`config.mk`:
```
export PLATFORM = sky130hd
export DESIGN_NAME = uart_rx_8n1
export DESIGN_NICKNAME = d
export VERILOG_FILES = /design/src/rtl/uart_rx_8n1.sv
export SDC_FILE = /design/constraint.sdc
export NUM_CORES = 1
export LEC_CHECK = 0
export CORE_MARGIN = 3
export CORE_UTILIZATION = 30
export DETAILED_ROUTE_END_ITERATION = 10
export PLACE_DENSITY = 0.58
export SYNTH_ARGS = -nofsm -noshare
export SYNTH_HDL_FRONTEND = slang
export SYNTH_SLANG_ARGS = --single-unit
export TNS_END_PERCENT = 100
```
`constraint.sdc`:
```
create_clock -name i_clk -period 1.9 [get_ports i_clk]
set_input_delay 0.475 -clock i_clk [delete_from_list [all_inputs] [get_ports i_clk]]
set_output_delay 0.475 -clock i_clk [all_outputs]
set_load 0.005 [all_outputs]
```
`src/rtl/uart_rx_8n1.sv`:
```
// uart_rx_8n1: 8N1 UART receiver with a 2-flop input synchronizer and mid-bit sampling
module uart_rx_8n1 #(
    parameter int input_clk_hz = 1_000_000,
    parameter int baud_rate    = 9600
) (
    input  logic       i_clk,
    input  logic       i_rst,
    input  logic       i_rx,
    output logic       o_ready,
    output logic [7:0] o_data
);
    localparam int CLKS_PER_BIT = input_clk_hz / baud_rate;
    localparam int HALF_BIT     = CLKS_PER_BIT / 2;
    localparam int CW           = $clog2(CLKS_PER_BIT) + 1;
    localparam logic [CW-1:0] LAST_BIT  = CW'(CLKS_PER_BIT - 1);
    localparam logic [CW-1:0] LAST_HALF = CW'(HALF_BIT - 1);

    typedef enum logic [2:0] {IDLE, START, DATA, STOP, WAIT_IDLE} state_t;

    state_t        state_q, state_d;
    logic [CW-1:0] cnt_q, cnt_d;
    logic [2:0]    idx_q, idx_d;
    logic [7:0]    shift_q, shift_d;
    logic [7:0]    data_d;
    logic          ready_d;
    logic          rx_m, rx_s;

    // Synchronize the serial line; preset high so an undriven line reads as idle.
    always_ff @(posedge i_clk or negedge i_rst) begin
        if (!i_rst) begin
            rx_m <= 1'b1;
            rx_s <= 1'b1;
        end else begin
            rx_m <= i_rx;
            rx_s <= rx_m;
        end
    end

    // State, counters and output registers.
    always_ff @(posedge i_clk or negedge i_rst) begin
        if (!i_rst) begin
            state_q <= IDLE;
            cnt_q   <= '0;
            idx_q   <= '0;
            shift_q <= '0;
            o_data  <= '0;
            o_ready <= 1'b0;
        end else begin
            state_q <= state_d;
            cnt_q   <= cnt_d;
            idx_q   <= idx_d;
            shift_q <= shift_d;
            o_data  <= data_d;
            o_ready <= ready_d;
        end
    end

    // Frame sequencing: start check at half bit, data and stop sampled at bit centres.
    always_comb begin
        state_d = state_q;
        cnt_d   = cnt_q + 1'b1;
        idx_d   = idx_q;
        shift_d = shift_q;
        data_d  = o_data;
        ready_d = 1'b0;
        case (state_q)
            IDLE: begin
                cnt_d = '0;
                if (!rx_s) state_d = START;
            end
            START: begin
                if (cnt_q == LAST_HALF) begin
                    cnt_d   = '0;
                    idx_d   = '0;
                    state_d = rx_s ? IDLE : DATA;
                end
            end
            DATA: begin
                if (cnt_q == LAST_BIT) begin
                    cnt_d   = '0;
                    shift_d = {rx_s, shift_q[7:1]};
                    idx_d   = idx_q + 3'd1;
                    if (idx_q == 3'd7) state_d = STOP;
                end
            end
            STOP: begin
                if (cnt_q == LAST_BIT) begin
                    cnt_d = '0;
                    if (rx_s) begin
                        data_d  = shift_q;
                        ready_d = 1'b1;
                        state_d = IDLE;
                    end else begin
                        state_d = WAIT_IDLE;
                    end
                end
            end
            WAIT_IDLE: begin
                cnt_d = '0;
                if (rx_s) state_d = IDLE;
            end
            default: begin
                cnt_d   = '0;
                state_d = IDLE;
            end
        endcase
    end
endmodule

```
==> results of run 1 <==
==> metal layers <==
metal  global-route usage, %  wire length (um)  up-vias
li1                        -                 -      463
met1                    13.0              1190      480
met2                    17.9              1450       19
met3                    2.82                84        7
met4                    4.89                43        0
met5                       0                 0        -
==> logic make-up (layout without fill, tap and decap cells) <==
kind of cell             count (synthesis)  count (layout)
buffers and inverters                    9              31
adder cells (fa/ha/maj)                  3               3
XOR/XNOR                                 3               3
multiplexers                            16              16
flip-flops                              33              33
AND/OR/NAND/NOR                         32              32
AO/OA/AOI/OAI                           17              17
==> synth_stat cells, drive strengths merged, types with 3 or more instances <==
master	number	area share, %
dfrtp	31	52
nand3	3	1.0
or3	4	1.7
ha	3	2.5
nor4	3	3.2
mux2	16	12
buf	4	1.5
nor3	3	1.0
o21ai	5	1.7
nand2	3	0.75
nor2	5	1.2
inv	4	1.0
==> path summary, 6_finish.rpt <==
kind                                    endpoint  slack (ps)
min in group asynchronous   idx_q[0]$_DFFE_PN0P_         590
min reg2reg                       rx_s$_DFF_PN1_         360
max in group asynchronous         rx_s$_DFF_PN1_         970
max reg2reg                o_data[4]$_DFFE_PN0P_         150
min                               rx_s$_DFF_PN1_         360
max                        o_data[4]$_DFFE_PN0P_         150
==> layout make-up <==
| cell class | instances | area share, % |
|---|---|---|
| Clock inverter | 2 | 0.551 |
| Inverter | 4 | 0.827 |
| Multi-Input combinational cell | 71 | 35.0 |
| Timing Repair Buffer | 19 | 9.37 |
| Tap cell | 67 | 4.62 |
| Sequential cell | 33 | 45.6 |
| Clock buffer | 6 | 4.00 |
==> critical path, stage by stage (launching register included) <==
cell and delay [ps]:
sky130_fd_sc_hd__dfrtp_1 410, sky130_fd_sc_hd__ha_1 230, sky130_fd_sc_hd__nand4bb_4 160, sky130_fd_sc_hd__nor4_4 280, sky130_fd_sc_hd__buf_4 220, sky130_fd_sc_hd__mux2_2 350
==> report_power, final <==
part	switching [mW]	internal, mW	total, mW	leakage [nW]
sequential	0.00223	0.706	0.709	0.439
clock	0.251	0.254	0.505	0.0450
combinational	0.0149	0.00554	0.0205	0.310
total	0.268	0.966	1.23	0.794
==> sequential cells by signal, indices dropped and copies added, names as in the netlist <==
signal / flops
cnt_q: 8
idx_q: 3
o_data: 8
o_ready: 1
rx_m: 1
rx_s: 1
shift_q: 8
state_q: 3
==> stage by stage <==
step	hold slack (ps)	power, mW	utilization [%]	setup slack [ps]	cells
finish	364	1.23	37.9	147	202
global route	372	1.28	37.9	14.5	202
CTS	365	1.25	37.9	130	202
detailed placement	348	0.743	36.2	135	194
global placement	347	0.743	36.2	198	194
floorplan	179	0.723	-	109	113
==> results.md, run 1 <==
Global routing:
- Across every metal layer, demand over resource in global routing totals 10.7%.
- The maximum number of pins on one net before global-route repair is 34.
- The number of antenna violations at the first check in global routing is 0.
- Global routing finished with a remaining overflow of 0.
- The number of global-route vias before repair is 1091.
- The wire length of the first global-routing pass is 5110 um.

Logic synthesis:
- The number of standard cells after synthesis is 113.
- In the synthesized netlist the async set-or-reset flop fraction comes to 100%.
- The mapped netlist covers 1510 um^2.
- The sequential area share after synthesis is 55.0%.
- Each instance of the synthesized netlist takes up on average 13.3 um^2.
- In the synthesized netlist, mux cells make up 12.0% of the area.
- The count of warnings emitted by yosys is 0.
- By area, the combinational part of the netlist is dominated by simple AND/OR/NAND/NOR gates.
- The net count of the mapped netlist is 119.
- The synthesized flop and latch total is 33.
- The number of enable-type register cells in the synthesized netlist is 0.
- The synthesized netlist contains 36 unique library cells.
- The post-synthesis share of cell area spent on xor and xnor gates is 1.75%.
- Of the total synthesized cell area, the portion taken by AND, OR, NAND and NOR gates is 17.0%.
- The synthesized netlist devotes 2.49% of its cell area to adder and majority cells.
- The fraction of the mapped netlist area in compound gates is 9.06%.
- The commonest register cell after synthesis is sky130_fd_sc_hd__dfrtp_1.

Setup path:
- The critical path is of the flip-flop to flip-flop type.
- The worst setup path startpoint is cnt_q[0]$_DFF_PN0_.
- The critical path launch point type is a flip-flop.
- The source of the worst register-to-register timing path is cnt_q[0]$_DFF_PN0_.
- STA classifies the critical path endpoint as a flip-flop.
- Along the worst path, the maximum fanout reaches 9.
- The required time of the worst setup path is 2070 ps.
- Data on the critical path arrives at its endpoint at 1920 ps.
- Measured in cells, the most critical reg-to-reg path has a length of 5.

Floorplan:
- The floorplan step defined a die boundary enclosing 5900 um^2.
- For this design the top-level I/O count stands at 12.
- The core region is 4790 um^2.
- The height of the die is 76.8 um.
- The initial core utilization is 31.5%.
- Row generation in the floorplan step produced 25 rows.
- The die is 76.8 um wide.

CTS:
- The post-CTS clock slew at the launch and capture registers of the worst setup and hold paths is 70 ps.
- The number of levels in the clock H-tree is 2.
- The TritonCTS buffer count is 5.
- Once the clock tree was built, the setup fixing pass inserted 0 buffers.
- After clock tree synthesis, the repair step resized 0 gates.
- Clock tree synthesis selected as its root buffer the cell sky130_fd_sc_hd__clkbuf_8.
- The number of buffers added to fix hold violations after cts is 0.
- The number of sinks handled by clock tree synthesis is 33.
- Counting along the longest clock path gives a buffer depth of 2.
- At the later pin of the worst-skew pair, clock insertion delay measures 280 ps.
- The TritonCTS clock tree is yes.

Finish:
- After filler insertion, the fill cell instance count of the layout stands at 449.
- Summing all non-filler instances in the final layout gives an area of 1820 um^2.
- The repair_antennas step left the layout with diodes totalling 0.
- The post-route netlist has 29.6% of its cells at a drive strength greater than 1.
- The total area of sequential cells is 828 um^2.
- The library cells used most frequently in the layout, excluding fill and tap cells, are sky130_fd_sc_hd__dfrtp_1, sky130_fd_sc_hd__mux2_2, sky130_fd_sc_hd__clkdlybuf4s50_1.
- Summing all multi-input logic gate instances after layout gives 636 um^2.
- The library cell used most frequently in the layout, excluding fill and tap cells, is sky130_fd_sc_hd__dfrtp_1.
- At the end of the flow, the number of nets in the layout was 140.
- Compared with the post-synthesis result, the final layout area differs by 20.6%.

Detailed routing:
- For this block, the initial DRC count from the detailed router was 42.
- For this run, design rule violations remaining after detail routing come to 0.
- In this run the remaining antenna-violating nets after routing total 0.
- The average via count per standard cell is 4.80.
- The routed wire length is 2770 um.
- In the final routed layout, each cell accounts on average for 13.7 um.
- Summing over every cut layer, the via total after detailed routing is 969.
- For this run, the detailed router's first-pass iteration total came to 4.

Place:
- In this run the tool buffered the top-level ports with 11 buffer cells.
- The placed standard-cell area is 1730 um^2.
- The congestion estimate from routability-driven global placement came to 0.818.
- The detailed placer's ending HPWL is 1970 um.

Timing:
- The hold violation count in the final report is 0.
- The setup violation total in the final timing report is 0.
- The number of slew-limit violations in the final report is 0.
- Static timing analysis puts the maximum clock frequency at 0.571 GHz.
- In this run the tightest slew margin relative to its limit is 71.0%.
- Clock skew on the completed layout was measured at 6.70 ps.
- For the pin with the worst max-slew slack, the measured transition is 436 ps.
- The setup TNS is 0 ps.
- Setup repair after global routing left no endpoint under its margin.
- The worst path uses 92.2% of the clock period.
- The worst path needs 1750 ps of the cycle, external delays included.

Hold path:
- In this run the most critical hold path is launched from rx_m$_DFF_PN1_.
- The tightest min-delay check is of the flip-flop to flip-flop type.
- The number of cells on the worst hold path is 0.

Job:
- The tool flagged a number of max-cap violations equal to 0.

Power and ir drop:
- Dividing total power by cell area gives a power density of 680 nW/um^2.
- The worst-case IR drop observed on VDD is 0.536 mV.
- Summed over all cells, the static leakage comes to 0.794 nW.

Status:
- The run finished with clean final reports.
Note: power is estimated with default switching activity, not from simulation.
==> run 2, diff against run 1 <==
--- a/config.mk
+++ b/config.mk
@@ -9,6 +9,7 @@
 export CORE_UTILIZATION = 30
 export DETAILED_ROUTE_END_ITERATION = 10
 export PLACE_DENSITY = 0.58
+export SLEW_MARGIN = 20
 export SYNTH_ARGS = -nofsm -noshare
 export SYNTH_HDL_FRONTEND = slang
 export SYNTH_SLANG_ARGS = --single-unit
==> results of run 2 <==
The final DEF is identical to that of run 1; final timing and power are the same.
==> run 3, diff against run 2 <==
--- a/config.mk
+++ b/config.mk
@@ -9,6 +9,7 @@
 export CORE_UTILIZATION = 30
 export DETAILED_ROUTE_END_ITERATION = 10
 export PLACE_DENSITY = 0.58
+export RECOVER_POWER = 100
 export SLEW_MARGIN = 20
 export SYNTH_ARGS = -nofsm -noshare
 export SYNTH_HDL_FRONTEND = slang
==> results.md, run 3 (synthesized netlist as in run 1, its figures left out) <==
Timing:
- The clock tree skew after final layout was 6.73 ps (+0.0343 ps).
- The peak clock frequency supported by timing was 0.571 GHz (+0.14%).
- The worst slew margin relative to its limit is 46.0% (-25 points).
- The minimum clock period after layout came to 1750 ps (-2.40 ps).
- The slack of the critical path is 150 ps (+2.40 ps).
- The setup violation total in the final timing report is 0 (unchanged).
- The actual transition at the worst max-transition pin is 809 ps (+374 ps).
- The worst-case hold slack is 364 ps (-0.0360 ps).
- The setup TNS is 0 ps (unchanged).
- The hold violation count in the final report came to 0 (unchanged).
- The number of slew-limit violations in the final report came to 0 (unchanged).
- The final period utilization is 92.1% (-0.13 points).
- Setup repair after global routing left no endpoint under its margin.

Job:
- The number of max-capacitance violations reported came to 0 (unchanged).

CTS:
- The number of buffers added to fix hold violations after cts is 0 (unchanged).
- The post-CTS clock slew at the launch and capture registers of the worst setup and hold paths came to 70 ps (about the same).
- The post-cts resize count came to 0 (unchanged).
- The post-CTS setup buffer count is 0 (unchanged).
- The TritonCTS clock tree is yes.
- The clock tree root driver cell is sky130_fd_sc_hd__clkbuf_8.
- The buffer depth of the longest clock path is 2 (unchanged).
- The number of sinks handled by clock tree synthesis is 33 (unchanged).
- The source-to-sink clock delay at the later pin of the worst-skew pair is 280 ps (about the same).
- The number of levels in the clock H-tree is 2 (unchanged).
- The TritonCTS buffer count was 5 (unchanged).

Finish:
- The largest registers in the layout are cnt_q (8), o_data (8), shift_q (8).
- From synthesis to final layout, the design area changed by 19.7%.
- The number of nets in the final layout came to 140 (unchanged).
- The library cell used most frequently in the layout, excluding fill and tap cells, is sky130_fd_sc_hd__dfrtp_1.
- The final instance count without filler cells came to 202 (unchanged).
- The final standard cell utilization of the core is 37.6% (-0.29 points).
- The final antenna diode count was 0 (unchanged).
- The post-route cell area came to 1800 um^2 (-0.76%).
- The top cell types in the final layout, fill and taps aside, are sky130_fd_sc_hd__dfrtp_1, sky130_fd_sc_hd__mux2_2, sky130_fd_sc_hd__dlygate4sd3_1.
- The share of cells above drive strength 1 is 29.6% (unchanged).

Setup path:
- The data arrival at the endpoint of the critical path is 1920 ps (about the same).
- The biggest fanout along the worst timing path is 9 (unchanged).
- The count of cells along the worst register-to-register path came to 5 (unchanged).
- The required time of the worst setup path came to 2070 ps (about the same).
- The worst setup path startpoint is cnt_q[0]$_DFF_PN0_.
- In this run the critical register-to-register path is captured at o_data[4]$_DFFE_PN0P_.
- The worst setup slack for register-to-register paths came to 150 ps (about the same).
- The source of the worst register-to-register timing path is cnt_q[0]$_DFF_PN0_.
- The maximum single-stage delay on the critical path was 410 ps (about the same).
- The worst setup path is captured at a flip-flop.
- Following the worst setup path forward leads to its endpoint at o_data[4]$_DFFE_PN0P_.
- STA classifies the critical path startpoint as a flip-flop.
- The slowest stage of the critical path belongs to the cell sky130_fd_sc_hd__dfrtp_1.
- The type of the worst setup path is flip-flop to flip-flop.
- Walking the worst path, the cells encountered are ha_1 > nand4bb_4 > nor4_4 > buf_4 > mux2_2.

Floorplan:
- The height of the die is 76.8 um (unchanged).
- The initial core utilization came to 31.5% (unchanged).
- The area of the placeable core is 4790 um^2 (unchanged).
- The count of boundary I/O pins is 12 (unchanged).
- The die outline width was 76.8 um (unchanged).
- The site row count is 25 (unchanged).
- The die outline area is 5900 um^2 (unchanged).

Global routing:
- The maximum number of pins on one net before global-route repair was 34 (unchanged).
- The total grt overflow is 0 (unchanged).
- The aggregate global-route resource usage came to 10.7% (unchanged).
- The number of global-route vias before repair was 1091 (unchanged).
- The wire length of the first global-routing pass is 5110 um (unchanged).
- The number of antenna violations at the first check in global routing is 0 (unchanged).

Power and ir drop:
- The worst IR drop on VDD is 0.536 mV (about the same).
- The leakage power is 0.825 nW (+3.9%).
- The overall power consumption came to 1.23 mW (-0.17%).
- The total power divided by cell area is 684 nW/um^2 (+0.59%).

Detailed routing:
- The first-pass iteration count of the detailed router is 4 (unchanged).
- The routed wire length is 2800 um (+1.0%).
- The count of vias placed by the detailed router is 982 (+1.3%).
- The average wire per cell in the routed design is 13.9 um (+1.0%).
- The number of design-rule violations left by the first detailed-router iteration is 76 (+81%).
- The final routed DRC violation total is 0 (unchanged).
- The final antenna-violating net count is 0 (unchanged).
- The average via count per standard cell is 4.86 (+1.3%).

Place:
- The total placed cells including tap cells is 194 (unchanged).
- The number of input and output port buffers inserted was 11 (unchanged).
- The worst setup slack before clock tree synthesis came to 135 ps (unchanged).
- The placed standard-cell area is 1730 um^2 (unchanged).
- The detailed placer's ending HPWL was 1970 um (unchanged).
- The placer congestion estimate was 0.818 (unchanged).

Hold path:
- The worst hold path belongs to the class flip-flop to flip-flop.

Status:
- The run finished with clean final reports.
[run 3: cell count changes in the layout (fill, tap and decap cells not counted)]
cell                              before  now
sky130_fd_sc_hd__buf_4                 8    7
sky130_fd_sc_hd__o221ai_4              1    0
sky130_fd_sc_hd__clkbuf_2              0    1
sky130_fd_sc_hd__dlygate4sd3_1         0   11
sky130_fd_sc_hd__o221ai_2              0    1
sky130_fd_sc_hd__clkdlybuf4s50_1      11    0
[run 3: how the worst min path moves through the flow]
stage / start / endpoint / slack, ps / depth (start not counted)
2_1_floorplan: i_rst / cnt_q[0]$_DFF_PN0_ / 180 / 0
3_3_place_gp: rx_m$_DFF_PN1_ / rx_s$_DFF_PN1_ / 350 / 0
3_5_place_dp: rx_m$_DFF_PN1_ / rx_s$_DFF_PN1_ / 350 / 0
4_1_cts: rx_m$_DFF_PN1_ / rx_s$_DFF_PN1_ / 360 / 0
5_1_grt: rx_m$_DFF_PN1_ / rx_s$_DFF_PN1_ / 370 / 0
6_report: rx_m$_DFF_PN1_ / rx_s$_DFF_PN1_ / 360 / 0
[run 3: metal layers]
layer / routed length (um) / vias up / GRT usage (%)
li1: - / 460 / -
met1: 1210 / 491 / 13.0
met2: 1450 / 20 / 17.9
met3: 84 / 11 / 2.82
met4: 55 / 0 / 4.89
met5: 0 / - / 0
[run 3: final cells by class]
type / count / area, um^2
fillers: 448 / 2980
flip-flops and latches: 33 / 828
multi-input cells: 71 / 624
repair buffers: 19 / 168
well taps: 67 / 83.8
clock buffers: 6 / 72.6
inverters: 4 / 15.0
clock inverters: 2 / 10.0
[run 3: worst max-delay path, delay by kind of cell, from the launching register on]
family                   cells  cell delay [ps]
AND/OR/NAND/NOR              2              430
flip-flops                   1              410
multiplexers                 1              350
adder cells (fa/ha/maj)      1              230
buffers and inverters        1              220
[run 3: where the power goes]
| group | switching [mW] | total (mW) | internal (mW) | leakage [nW] |
|---|---|---|---|---|
| logic | 0.0149 | 0.0189 | 0.00400 | 0.340 |
| registers | 0.00227 | 0.709 | 0.706 | 0.439 |
| clock network | 0.250 | 0.504 | 0.254 | 0.0450 |
